## src/rtl/crf_frame_sequencer.sv

```systemverilog
// AXI4-Lite write master that steps the upsampler register file through a multi-frame run:
// start write, wait for the done edge, end write, repeat; reports done, bus errors, timeouts and aborts.
module crf_frame_sequencer #(
  parameter int unsigned               AXI_DATA_WIDTH = 32,
  parameter int unsigned               AXI_ADDR_WIDTH = 32,
  parameter int unsigned               FRAME_W        = 16,
  parameter int unsigned               TIMEOUT_W      = 24,
  parameter logic [AXI_ADDR_WIDTH-1:0] UPSTR_ADDR     = 'h0,
  parameter logic [AXI_ADDR_WIDTH-1:0] UPENDR_ADDR    = 'h4
) (
  input  logic                          clk,
  input  logic                          rst_n,
  input  logic                          seq_start,
  input  logic                          seq_abort,
  input  logic [FRAME_W-1:0]            seq_nframes,
  input  logic [TIMEOUT_W-1:0]          seq_timeout,
  input  logic                          interrupt_updone,
  output logic                          m_axi_awvalid,
  output logic [AXI_ADDR_WIDTH-1:0]     m_axi_awaddr,
  output logic [2:0]                    m_axi_awprot,
  input  logic                          m_axi_awready,
  output logic                          m_axi_wvalid,
  output logic [AXI_DATA_WIDTH-1:0]     m_axi_wdata,
  output logic [AXI_DATA_WIDTH/8-1:0]   m_axi_wstrb,
  input  logic                          m_axi_wready,
  input  logic                          m_axi_bvalid,
  input  logic [1:0]                    m_axi_bresp,
  output logic                          m_axi_bready,
  output logic                          seq_busy,
  output logic                          seq_done,
  output logic                          seq_err,
  output logic [1:0]                    seq_err_code,
  output logic [FRAME_W-1:0]            seq_frame_cnt
);

  typedef enum logic [2:0] {
    IDLE, WR_START, B_START, WAIT_DONE, WR_END, B_END, NEXT
  } state_t;

  state_t               state;
  logic [FRAME_W-1:0]   nframes;
  logic [TIMEOUT_W-1:0] timeout;
  logic [TIMEOUT_W-1:0] tcnt;
  logic                 aw_done, w_done, abort_pend, updone_q;
  logic                 aw_hs, w_hs, aw_fin, w_fin, ud_edge;

  assign m_axi_awprot = '0;
  assign m_axi_wstrb  = '1;

  always_comb begin
    aw_hs   = m_axi_awvalid & m_axi_awready;
    w_hs    = m_axi_wvalid & m_axi_wready;
    aw_fin  = aw_done | aw_hs;
    w_fin   = w_done | w_hs;
    ud_edge = interrupt_updone & ~updone_q;
  end

  always_ff @(posedge clk or negedge rst_n) begin
    if (!rst_n) begin
      state         <= IDLE;
      nframes       <= '0;
      timeout       <= '0;
      tcnt          <= '0;
      aw_done       <= 1'b0;
      w_done        <= 1'b0;
      abort_pend    <= 1'b0;
      updone_q      <= 1'b0;
      m_axi_awvalid <= 1'b0;
      m_axi_awaddr  <= UPSTR_ADDR;
      m_axi_wvalid  <= 1'b0;
      m_axi_wdata   <= '0;
      m_axi_bready  <= 1'b0;
      seq_busy      <= 1'b0;
      seq_done      <= 1'b0;
      seq_err       <= 1'b0;
      seq_err_code  <= '0;
      seq_frame_cnt <= '0;
    end else begin
      seq_done <= 1'b0;
      updone_q <= interrupt_updone;
      case (state)
        IDLE: begin
          if (seq_start) begin
            nframes       <= seq_nframes;
            timeout       <= seq_timeout;
            seq_frame_cnt <= '0;
            seq_err       <= 1'b0;
            seq_err_code  <= '0;
            abort_pend    <= 1'b0;
            if (seq_nframes == '0) begin
              seq_done <= 1'b1;
            end else begin
              state         <= WR_START;
              seq_busy      <= 1'b1;
              m_axi_awvalid <= 1'b1;
              m_axi_wvalid  <= 1'b1;
              m_axi_awaddr  <= UPSTR_ADDR;
              m_axi_wdata   <= AXI_DATA_WIDTH'(1);
            end
          end
        end
        WR_START, WR_END: begin
          if (seq_abort) abort_pend <= 1'b1;
          if (aw_hs) m_axi_awvalid <= 1'b0;
          if (w_hs)  m_axi_wvalid  <= 1'b0;
          // AW and W complete independently; remember which one already finished
          if (aw_fin && w_fin) begin
            aw_done      <= 1'b0;
            w_done       <= 1'b0;
            m_axi_bready <= 1'b1;
            state        <= (state == WR_START) ? B_START : B_END;
          end else begin
            aw_done <= aw_fin;
            w_done  <= w_fin;
          end
        end
        B_START, B_END: begin
          if (m_axi_bvalid) begin
            m_axi_bready <= 1'b0;
            if (m_axi_bresp != 2'b00) begin
              state        <= IDLE;
              seq_busy     <= 1'b0;
              seq_err      <= 1'b1;
              seq_err_code <= 2'b01;
            end else if (abort_pend || seq_abort) begin
              state        <= IDLE;
              seq_busy     <= 1'b0;
              seq_err      <= 1'b1;
              seq_err_code <= 2'b11;
            end else if (state == B_START) begin
              state <= WAIT_DONE;
              tcnt  <= '0;
            end else begin
              state <= NEXT;
            end
          end else if (seq_abort) begin
            abort_pend <= 1'b1;
          end
        end
        WAIT_DONE: begin
          if (seq_abort) begin
            state        <= IDLE;
            seq_busy     <= 1'b0;
            seq_err      <= 1'b1;
            seq_err_code <= 2'b11;
          end else if (ud_edge) begin
            state         <= WR_END;
            m_axi_awvalid <= 1'b1;
            m_axi_wvalid  <= 1'b1;
            m_axi_awaddr  <= UPENDR_ADDR;
          end else if (timeout != '0 && tcnt == timeout - TIMEOUT_W'(1)) begin
            state        <= IDLE;
            seq_busy     <= 1'b0;
            seq_err      <= 1'b1;
            seq_err_code <= 2'b10;
          end else begin
            tcnt <= tcnt + TIMEOUT_W'(1);
          end
        end
        NEXT: begin
          seq_frame_cnt <= seq_frame_cnt + FRAME_W'(1);
          if (seq_abort) begin
            state        <= IDLE;
            seq_busy     <= 1'b0;
            seq_err      <= 1'b1;
            seq_err_code <= 2'b11;
          end else if (seq_frame_cnt + FRAME_W'(1) == nframes) begin
            state    <= IDLE;
            seq_busy <= 1'b0;
            seq_done <= 1'b1;
          end else begin
            state         <= WR_START;
            m_axi_awvalid <= 1'b1;
            m_axi_wvalid  <= 1'b1;
            m_axi_awaddr  <= UPSTR_ADDR;
          end
        end
        default: state <= IDLE;
      endcase
    end
  end

endmodule

```

## config.mk

```make
export PLATFORM = sky130hd
export DESIGN_NAME = crf_frame_sequencer
export DESIGN_NICKNAME = d
export VERILOG_FILES = /design/src/rtl/crf_frame_sequencer.sv
export SDC_FILE = /design/constraint.sdc
export NUM_CORES = 1
export LEC_CHECK = 0
export ABC_AREA = 1
export ABC_CLOCK_PERIOD_IN_PS = 2900
export CAP_MARGIN = 10
export CORE_MARGIN = 5
export CORE_UTILIZATION = 53
export CTS_CLUSTER_DIAMETER = 100
export DETAILED_ROUTE_END_ITERATION = 10
export PLACE_DENSITY = 0.82
export SETUP_SLACK_MARGIN = 0.4
export SYNTH_ARGS = -nofsm -noshare
export SYNTH_HDL_FRONTEND = slang
export SYNTH_SLANG_ARGS = --single-unit
```

## constraint.sdc

```tcl
create_clock -name clk -period 2.9 [get_ports clk]
set_input_delay 0.58 -clock clk [delete_from_list [all_inputs] [get_ports clk]]
set_output_delay 0.58 -clock clk [all_outputs]
set_load 0.02 [all_outputs]
```

Yosys cells after proc, flatten, opt, wreduce, memory -nomap -nowiden:

Cells that the tools add are included.

* input bits: 50
* latch bits: 0
* bits in writable memories: 0
* ROM bits: 0
* register bits: 128
* memories kept: 0
* output and inout port bits: 95
* word-level logic and storage cells: 167

* shifts and indexed selects: 0
* multipliers: 0
* divide/modulo/power cells: 0
* add/subtract/negate cells: 3
* eq/ne operators: 30
* $lt $le $gt $ge: 0
* reductions and logical operators: 28
* bitwise logic cells: 7
* muxes and demuxes: 81

Operator list (number)
* 32-bit two-way mux: 6
* 24-bit two-way mux: 7
* 32-bit case mux with 3 select lines: 1
* 24-bit case mux with 2 select lines: 1
* 1-bit two-way mux: 36
* 2-bit != test, second input constant: 17
* 3-bit two-way mux: 11
* 16-bit case mux with 2 select lines: 1
* 8-bit AND reduction: 4
* 24-bit by 1-bit adder with 24-bit output, second input constant: 1
* 24-bit == test: 1
* 24-bit nonzero test: 1
* 24-bit by 1-bit subtractor with 24-bit output, second input constant: 1
* 16-bit by 1-bit adder with 16-bit output, second input constant: 1
* 16-bit == test: 1
* 16-bit zero test: 1
* 16-bit two-way mux: 1
* 2-bit two-way mux: 8
* 1-bit case mux with 4 select lines: 4
* 3-bit case mux with 5 select lines: 1
* 7-bit AND reduction: 2
* 3-bit != test, second input constant: 4
* 3-bit == test, second input constant: 3
* 3-bit AND reduction: 3
* 18 further kinds: 32

Longest topological paths before layout:

Gate-level depths: netlist (run 1).

* word-level depth: 7
* mapped depth: 21
* depth with buffers taken out: 20

Least setup slack after synthesis (run 1):

Ideal clock, no wire load.

* path type: register to register
* start point: register timeout[0]
* end point: register tcnt[18]
* period minus slack after synthesis: 2.167 ns
* path buffers: 1
* cell stages (with the launch flop): 15
* setup slack: 0.733 ns
* arrival time: 2.050 ns
* setup time: 0.117 ns
* required time: 2.783 ns
* cell sequence: dfrtp_1 > inv_1 > ha_1 > nand2_4 > nor2_8 > nand2_1 > nor2_1 > xor3_1 > nor2_1 > nand2_2 > nand2_2 > nand2_4 > buf_2 > nand3_1 > nand2_1

* longest elaborated chain between the ends: 5
* elaborated cells on any way between the ends: 6
* those cells by class: 1 x add/sub; 2 x eq/ne; 3 x reduce/logical

RTL lines
* start: declaration: RTL line 42 `logic [TIMEOUT_W-1:0] timeout;`
* start signal: assignment: RTL line 85 `timeout <= seq_timeout;`
* 24-bit by 1-bit subtractor with 24-bit output: RTL line 151 `end else if (timeout != '0 && tcnt == timeout - TIMEOUT_W'(1)) begin`
* 24-bit == test: RTL line 151
* 1-bit logical AND (*): RTL line 151
* 2-bit != test (no source line) (*)
* 8-bit AND reduction (no source line) (*)
* end signal: assignment: RTL line 157 `tcnt <= tcnt + TIMEOUT_W'(1);`
* end: declaration: RTL line 43 `logic [TIMEOUT_W-1:0] tcnt;`

Every way passes the cells marked *; elsewhere a longest branch is shown, timed or not.
A chain may end at the register's enable or synchronous reset.

Worst setup path after layout (run 1):

* start point: register timeout[3]
* end point: register tcnt[16]

The elaborated chain is that of the path after synthesis.

==> impl_metrics.tcl, run 1 <==
set metrics [dict create \
    status "finished, final reports clean" \
    numClockSinks 97 \
    viasPerCell 5.191 \
    grt_pass1_vias 5900 \
    vias 6764 \
    cp_data_arrival_time_ns 2.63 \
    rsz0062_at_grt "false" \
    ant_nets 0 \
    syn-instance-count 1042 \
    p_leak_nw 3.897 \
    drive_gt1_frac 0.08962 \
    final_max_slew_viol_count 0 \
    synth-seq-area-share 0.3450 \
    start_util 0.5356 \
    worstRegToRegCells 16 \
    die-area_mm2 0.01568 \
    antenna_found_initial 0 \
    cts_root_buffer "clkbuf_16" \
    die_w_um 125.2 \
    peakVddDrop_mv 0.5656 \
    fp.coreArea_mm2 0.01314 \
    hpwl_um 13910 \
    path_class "flip-flop to flip-flop" \
    dr.pass1.iters 5 \
    timing.fmax_mhz 426.5 \
    maxCapViolCount 0 \
    n_antenna_cell 0 \
    power.density_mw_per_mm2 823.8 \
    fillers 1204 \
    wl_per_cell_um 14.31 \
    cts_made_buffers 9 \
    hp-class "input pin to asynchronous set/reset pin" \
    drt_iter0_drc 618 \
    grt_overflow 0 \
    drc 0 \
    relSlewSlack 0.6243 \
    synth_ff_type "dfrtp_1" \
    clk_latency_ns 0.36 \
    cts_tree "built" \
    grt_pass1_wl_um 29240 \
    timing.final.crit_share 0.8085 \
    synthesis.area_mm2 0.007037 \
    synth-edff-count 0 \
    io_buffer_count 75 \
    finalSetupTns_ns 0 \
    ctsHoldBuffers 0 \
    htreeDepth 3 \
    design.portCount 145 \
    path_clk_slew_ns 0.07 \
    ys_ff_latch 97 \
    syn_to_final_growth_pct 16.39 \
    synth_cell_types 44 \
    rows 42 \
    setup_viol 0 \
    layout_min_cycle_time_ns 2.345 \
    worstSetupEndpointType "flip-flop" \
    finalNetCount 1176 \
    grt_util_all_layers 0.2266 \
    gp_congestion 0.9552 \
    syn_area_per_cell_um2 6.753 \
    worst_slew_pin_slew_ns 0.5622 \
    drt-total-wl_um 18650 \
    cts_buffer_depth 2 \
    final_common_cell "nand2_1" \
    final_cell_mix "314 x nand2_1, 121 x nor2_1, 92 x inv_1, 92 x dfrtp_1, 85 x nand3_1" \
    whs_ns 0.1490 \
    hold_viol_final 0 \
    cp_data_required_time_ns 3.19 \
    finClkSkew_ns 0.01294 \
    yosysWarnings 0 \
    chipHeight_um 125.2 \
    cp-start-kind "flip-flop" \
    grt_max_degree 68 \
    synthArstFlopShare 1.000 \
    worstPathMaxFanout 8 \
]
[worst max-delay path: stages, from the launching register on]
cell,delay [ns]
dfrtp_2,0.46
nor2_4,0.15
nand2_2,0.09
nor2_4,0.21
buf_4,0.15
nand4_1,0.08
nand2_1,0.07
nand2_1,0.04
nor2_1,0.13
nand3_1,0.09
nor2_1,0.12
nand2_2,0.11
nand2_4,0.15
nand2_8,0.13
nand2_4,0.16
nand2_1,0.06
nand2_1,0.06
[metrics by stage]
step / worst slack (ns) / instances / utilization / cell area (um2) / power, mW
floorplan: 0.7332 / 1109 / - / 7288 / 4.461
global placement: 0.4212 / 1275 / 0.5860 / 7699 / 5.139
detailed placement: 0.3774 / 1275 / 0.5860 / 7699 / 5.184
CTS: 0.4192 / 1292 / 0.6094 / 8006 / 6.427
global route: 0.3839 / 1303 / 0.6234 / 8190 / 7.276
finish: 0.5555 / 1303 / 0.6234 / 8190 / 6.747
[final cells by class]
class / count / area (um2) / area share
clock inverters: 7 / 60.06 / 0.007333
well taps: 176 / 220.2 / 0.02689
clock buffers: 9 / 225.2 / 0.02750
flip-flops and latches: 97 / 2434 / 0.2971
inverters: 101 / 379.1 / 0.04629
multi-input cells: 822 / 3991 / 0.4873
repair buffers: 91 / 880.8 / 0.1075
[state kept, by name (all words and copies together) (netlist names), 2 cells and up]
signal	cells
seq_err_code	2
seq_frame_cnt	16
state	3
timeout	24
tcnt	24
nframes	16
[metal layers]
| layer | GRT usage | wire, um | up-vias |
|---|---|---|---|
| li1 | - | - | 3354 |
| met1 | 0.3239 | 8379 | 3121 |
| met2 | 0.3546 | 8533 | 255 |
| met3 | 0.03710 | 1364 | 34 |
| met4 | 0.07015 | 371 | 0 |
| met5 | 0 | 0 | - |
[cell usage after synthesis (all sizes together) (2+ instances only)]
cell	n	area, um2
inv	99	371.6
a21oi	14	70.07
nor4	7	43.79
o21ai	50	250.2
clkbuf	17	66.31
buf	77	579.3
and2	2	12.52
conb	2	7.510
or2	4	25.02
xor2	25	219.0
nand2	335	1321
nor2	143	603.1
nand4	23	143.9
dfrtp	97	2427
ha	4	50.05
clkinv	2	7.510
nor3	17	95.09
xnor2	10	87.58
nand3	85	425.4
o22ai	14	87.58
nand3b	6	45.04
[path summary, 6_finish.rpt]
check	startpoint	endpoint	slack, ns
max	timeout[3]	tcnt[16]	0.56
min	rst_n	m_axi_bready	0.15
max reg2reg	timeout[3]	tcnt[16]	0.56
min reg2reg	m_axi_awaddr[2]	m_axi_awaddr[2]	0.49
max in group asynchronous	rst_n	tcnt[23]	2.04
min in group clk	m_axi_awaddr[2]	m_axi_awaddr[2]	0.49
[where the power goes]
part	internal (mW)	total (mW)	switching, mW
Combinational	1.18	3.41	2.23
Clock	0.599	1.17	0.571
Sequential	1.73	2.17	0.438
Total	3.51	6.75	3.24
[cells by family after synthesis]
kind of cell | share of synthesized area
compound gates | 0.06330
xor+xnor | 0.05014
fa+ha+maj | 0.007113
buf+inv | 0.1456
flops | 0.3450
other cells | 0.001067
simple gates | 0.3878
[what timing repair did]
item	CTS	global route
endpoints found under the setup margin	24	34
pin swaps	0	11
gates resized for setup	2	34
endpoints found under the hold margin	0	0
setup buffers	0	7
gates cloned	1	4
No activity file was read; power rests on OpenSTA's default activity.
==> run 2: changes to the inputs <==
--- a/config.mk
+++ b/config.mk
@@ -6,13 +6,13 @@
 export NUM_CORES = 1
 export LEC_CHECK = 0
 export ABC_AREA = 1
-export ABC_CLOCK_PERIOD_IN_PS = 2900
+export ABC_CLOCK_PERIOD_IN_PS = 2100
 export CAP_MARGIN = 10
 export CORE_MARGIN = 5
-export CORE_UTILIZATION = 53
+export CORE_UTILIZATION = 48
 export CTS_CLUSTER_DIAMETER = 100
 export DETAILED_ROUTE_END_ITERATION = 10
-export PLACE_DENSITY = 0.82
+export PLACE_DENSITY = 0.79
 export SETUP_SLACK_MARGIN = 0.4
 export SYNTH_ARGS = -nofsm -noshare
 export SYNTH_HDL_FRONTEND = slang
==> constraint.sdc (replaced) <==
create_clock -name clk -period 2.1 [get_ports clk]
set_input_delay 0.42 -clock clk [delete_from_list [all_inputs] [get_ports clk]]
set_output_delay 0.42 -clock clk [all_outputs]
set_load 0.02 [all_outputs]
==> run 2 against run 1 <==
Against the previous run:
- the run now ends with setup timing left
- non-clock buffer count increased by 91
- die area increased by 9.6%
- hold slack got worse by 0.11 ns
- critical path depth increased by 1
- combinational power increased by 88%
- flip-flop and latch count unchanged
- power increased by 68%
- routed wire length increased by 23%
- highest routed layer unchanged
==> impl_metrics.tcl, run 2 (synthesis results as in run 1) <==
set metrics [dict create \
    grt_pass1_wl_um 33090 \
    timing.fmax_mhz 432.7 \
    timing.final.crit_share 1.100 \
    relSlewSlack 0.6448 \
    gp_congestion 0.9591 \
    p_comb_frac 0.567 \
    p_clk_frac 0.172 \
    n_antenna_cell 0 \
    drt_iter0_drc 663 \
    numClockSinks 97 \
    worst_slew_pin_slew_ns 0.5327 \
    cts_buffer_depth 2 \
    hpwl_um 15510 \
    viasPerCell 5.362 \
    p_int_mw 6.181 \
    design.portCount 145 \
    crit_slowest_cell "dfrtp_1" \
    p_leak_nw 4.658 \
    cts_made_buffers 9 \
    layout_min_cycle_time_ns 2.311 \
    syn_to_final_growth_pct 36.88 \
    cts_tree "built" \
    clk_latency_ns 0.37 \
    reg_top3 "tcnt: 24 flops, timeout: 24 flops" \
    multi_input_area_mm2 0.004516 \
    placed_cells 1358 \
    seq_area_mm2 0.002446 \
    cp_data_arrival_time_ns 2.56 \
    finClkSkew_ns 0.009880 \
    final_cell_mix "266 x nand2_1, 102 x nor2_1, 89 x buf_4" \
    fp.coreArea_mm2 0.01448 \
    die_w_um 131.1 \
    crit_family "simple AND/OR/NAND/NOR gates" \
    cp_slowest_stage_delay_ns 0.41 \
    dr.pass1.iters 6 \
    vias 7496 \
    grt_pass1_vias 6812 \
    worstSetupEndpointType "flip-flop" \
    cp-start-kind "flip-flop" \
    dpl_cell_area_mm2 0.008417 \
    start_util 0.4860 \
    worstPathMaxFanout 7 \
    ant_nets 0 \
    seqPwrFrac 0.261 \
    status "finished, violations left" \
    die-area_mm2 0.01718 \
    power.density_mw_per_mm2 1176 \
    hold_viol_final 0 \
    drc 0 \
    switching_share 0.4542 \
    grt_overflow 0 \
    setup_viol 34 \
    hp-class "input pin to asynchronous set/reset pin" \
    chipHeight_um 131.1 \
    peakVddDrop_mv 1.022 \
    drive_gt1_frac 0.2611 \
    drt-total-wl_um 22900 \
    setup_slack_ns -0.2109 \
    cts_root_buffer "clkbuf_16" \
    antenna_found_initial 0 \
    final_common_cell "nand2_1" \
    stdcell_area_mm2 0.009632 \
    ctsHoldBuffers 0 \
    wl_per_cell_um 16.38 \
    rows 44 \
    fillers 1160 \
    maxCapViolCount 0 \
    path_class "flip-flop to flip-flop" \
    power.switching_mw 5.144 \
    final_max_slew_viol_count 0 \
    violations "setup timing" \
    crit_buf_inv 3 \
    path_common_cell "nand2_1" \
    path_clk_slew_ns 0.07 \
    crit_chain "inv_2, ha_4, xor2_1, nand2_1, nor2_2, nand2_1, clkinv_1, nand2_1, nor2_1, nand3_1, nor2_2, nand2_2, nand2_4, nand2_8, clkbuf_16, nand3_1, nand2_1" \
    io_buffer_count 75 \
    cp_data_required_time_ns 2.35 \
    htreeDepth 3 \
    grt_max_degree 36 \
    rsz0062_at_grt "true" \
    grt_util_all_layers 0.2435 \
    final_cells 1398 \
    finalNetCount 1263 \
]
[run 2: final cells by class]
cell class	count	area share
Multi-Input combinational cell	818	0.4688
Clock inverter	6	0.01182
Clock buffer	10	0.02377
Timing Repair Buffer	182	0.1776
Sequential cell	97	0.2540
Inverter	101	0.04014
Tap cell	184	0.02390
[run 2: worst reg2reg max path, delay by kind of cell (launching register included)]
family | cells | cell delay (ns)
xor+xnor | 1 | 0.13
fa+ha+maj | 1 | 0.26
buf+inv | 3 | 0.30
flops | 1 | 0.41
simple gates | 12 | 1.11
[run 2: routing by layer]
metal / global-route usage / vias up / routed length (um)
met5: 0 / - / 0
met4: 0.07139 / 0 / 782
met3: 0.05146 / 82 / 1877
met2: 0.4020 / 397 / 10930
met1: 0.3231 / 3503 / 9307
li1: - / 3514 / -
[run 2: worst paths after layout]
check | from | endpoint | slack, ns | depth (start not counted)
worst max register to register | timeout[1] | tcnt[19] | -0.21 | 17
worst max-delay path | timeout[1] | tcnt[19] | -0.21 | 17
min in group clk | m_axi_wdata[0] | m_axi_wdata[0] | 0.46 | 2
max in group asynchronous | rst_n | seq_frame_cnt[8] | 1.48 | 2
worst min register to register | m_axi_wdata[0] | m_axi_wdata[0] | 0.46 | 2
worst min-delay path | rst_n | m_axi_wvalid | 0.04 | 1
[run 2: metrics by stage]
stage	utilization	worst slack [ns]	hold slack [ns]	TNS (ns)	power, mW
finish	0.6652	-0.2109	0.03743	-5.491	11.32
global route	0.6652	-0.3659	0.05822	-10.91	12.00
CTS	0.6146	-0.1695	0.03971	-4.305	10.06
detailed placement	0.5813	-0.2254	0.4255	-5.803	7.996
global placement	0.5813	-0.1762	0.4221	-4.803	7.886
floorplan	-	0.1055	0.1244	0	6.272
[run 2: power by group through the flow]
| stage | registers (mW) | clock network, mW | logic [mW] |
|---|---|---|---|
| global placement | 2.88 | 0 | 5.00 |
| detailed placement | 2.89 | 0 | 5.10 |
| floorplan | 2.90 | 0 | 3.37 |
| finish | 2.96 | 1.95 | 6.42 |
| global route | 3.01 | 2.04 | 6.96 |
| CTS | 2.88 | 1.96 | 5.21 |
[run 2: what timing repair did]
action / 4_1_cts / 5_1_grt
setup buffers: 6 / 14
cloned: 0 / 4
pin swaps: 15 / 60
setup endpoints to repair: 114 / 95
gates resized for setup: 63 / 178
==> run 3: changes to the inputs <==
--- a/config.mk
+++ b/config.mk
@@ -6,7 +6,6 @@
 export NUM_CORES = 1
 export LEC_CHECK = 0
 export ABC_AREA = 1
-export ABC_CLOCK_PERIOD_IN_PS = 2100
 export CAP_MARGIN = 10
 export CORE_MARGIN = 5
 export CORE_UTILIZATION = 48
==> results of run 3 <==
Same layout as run 2: the final DEF is identical, and so are final timing and power.
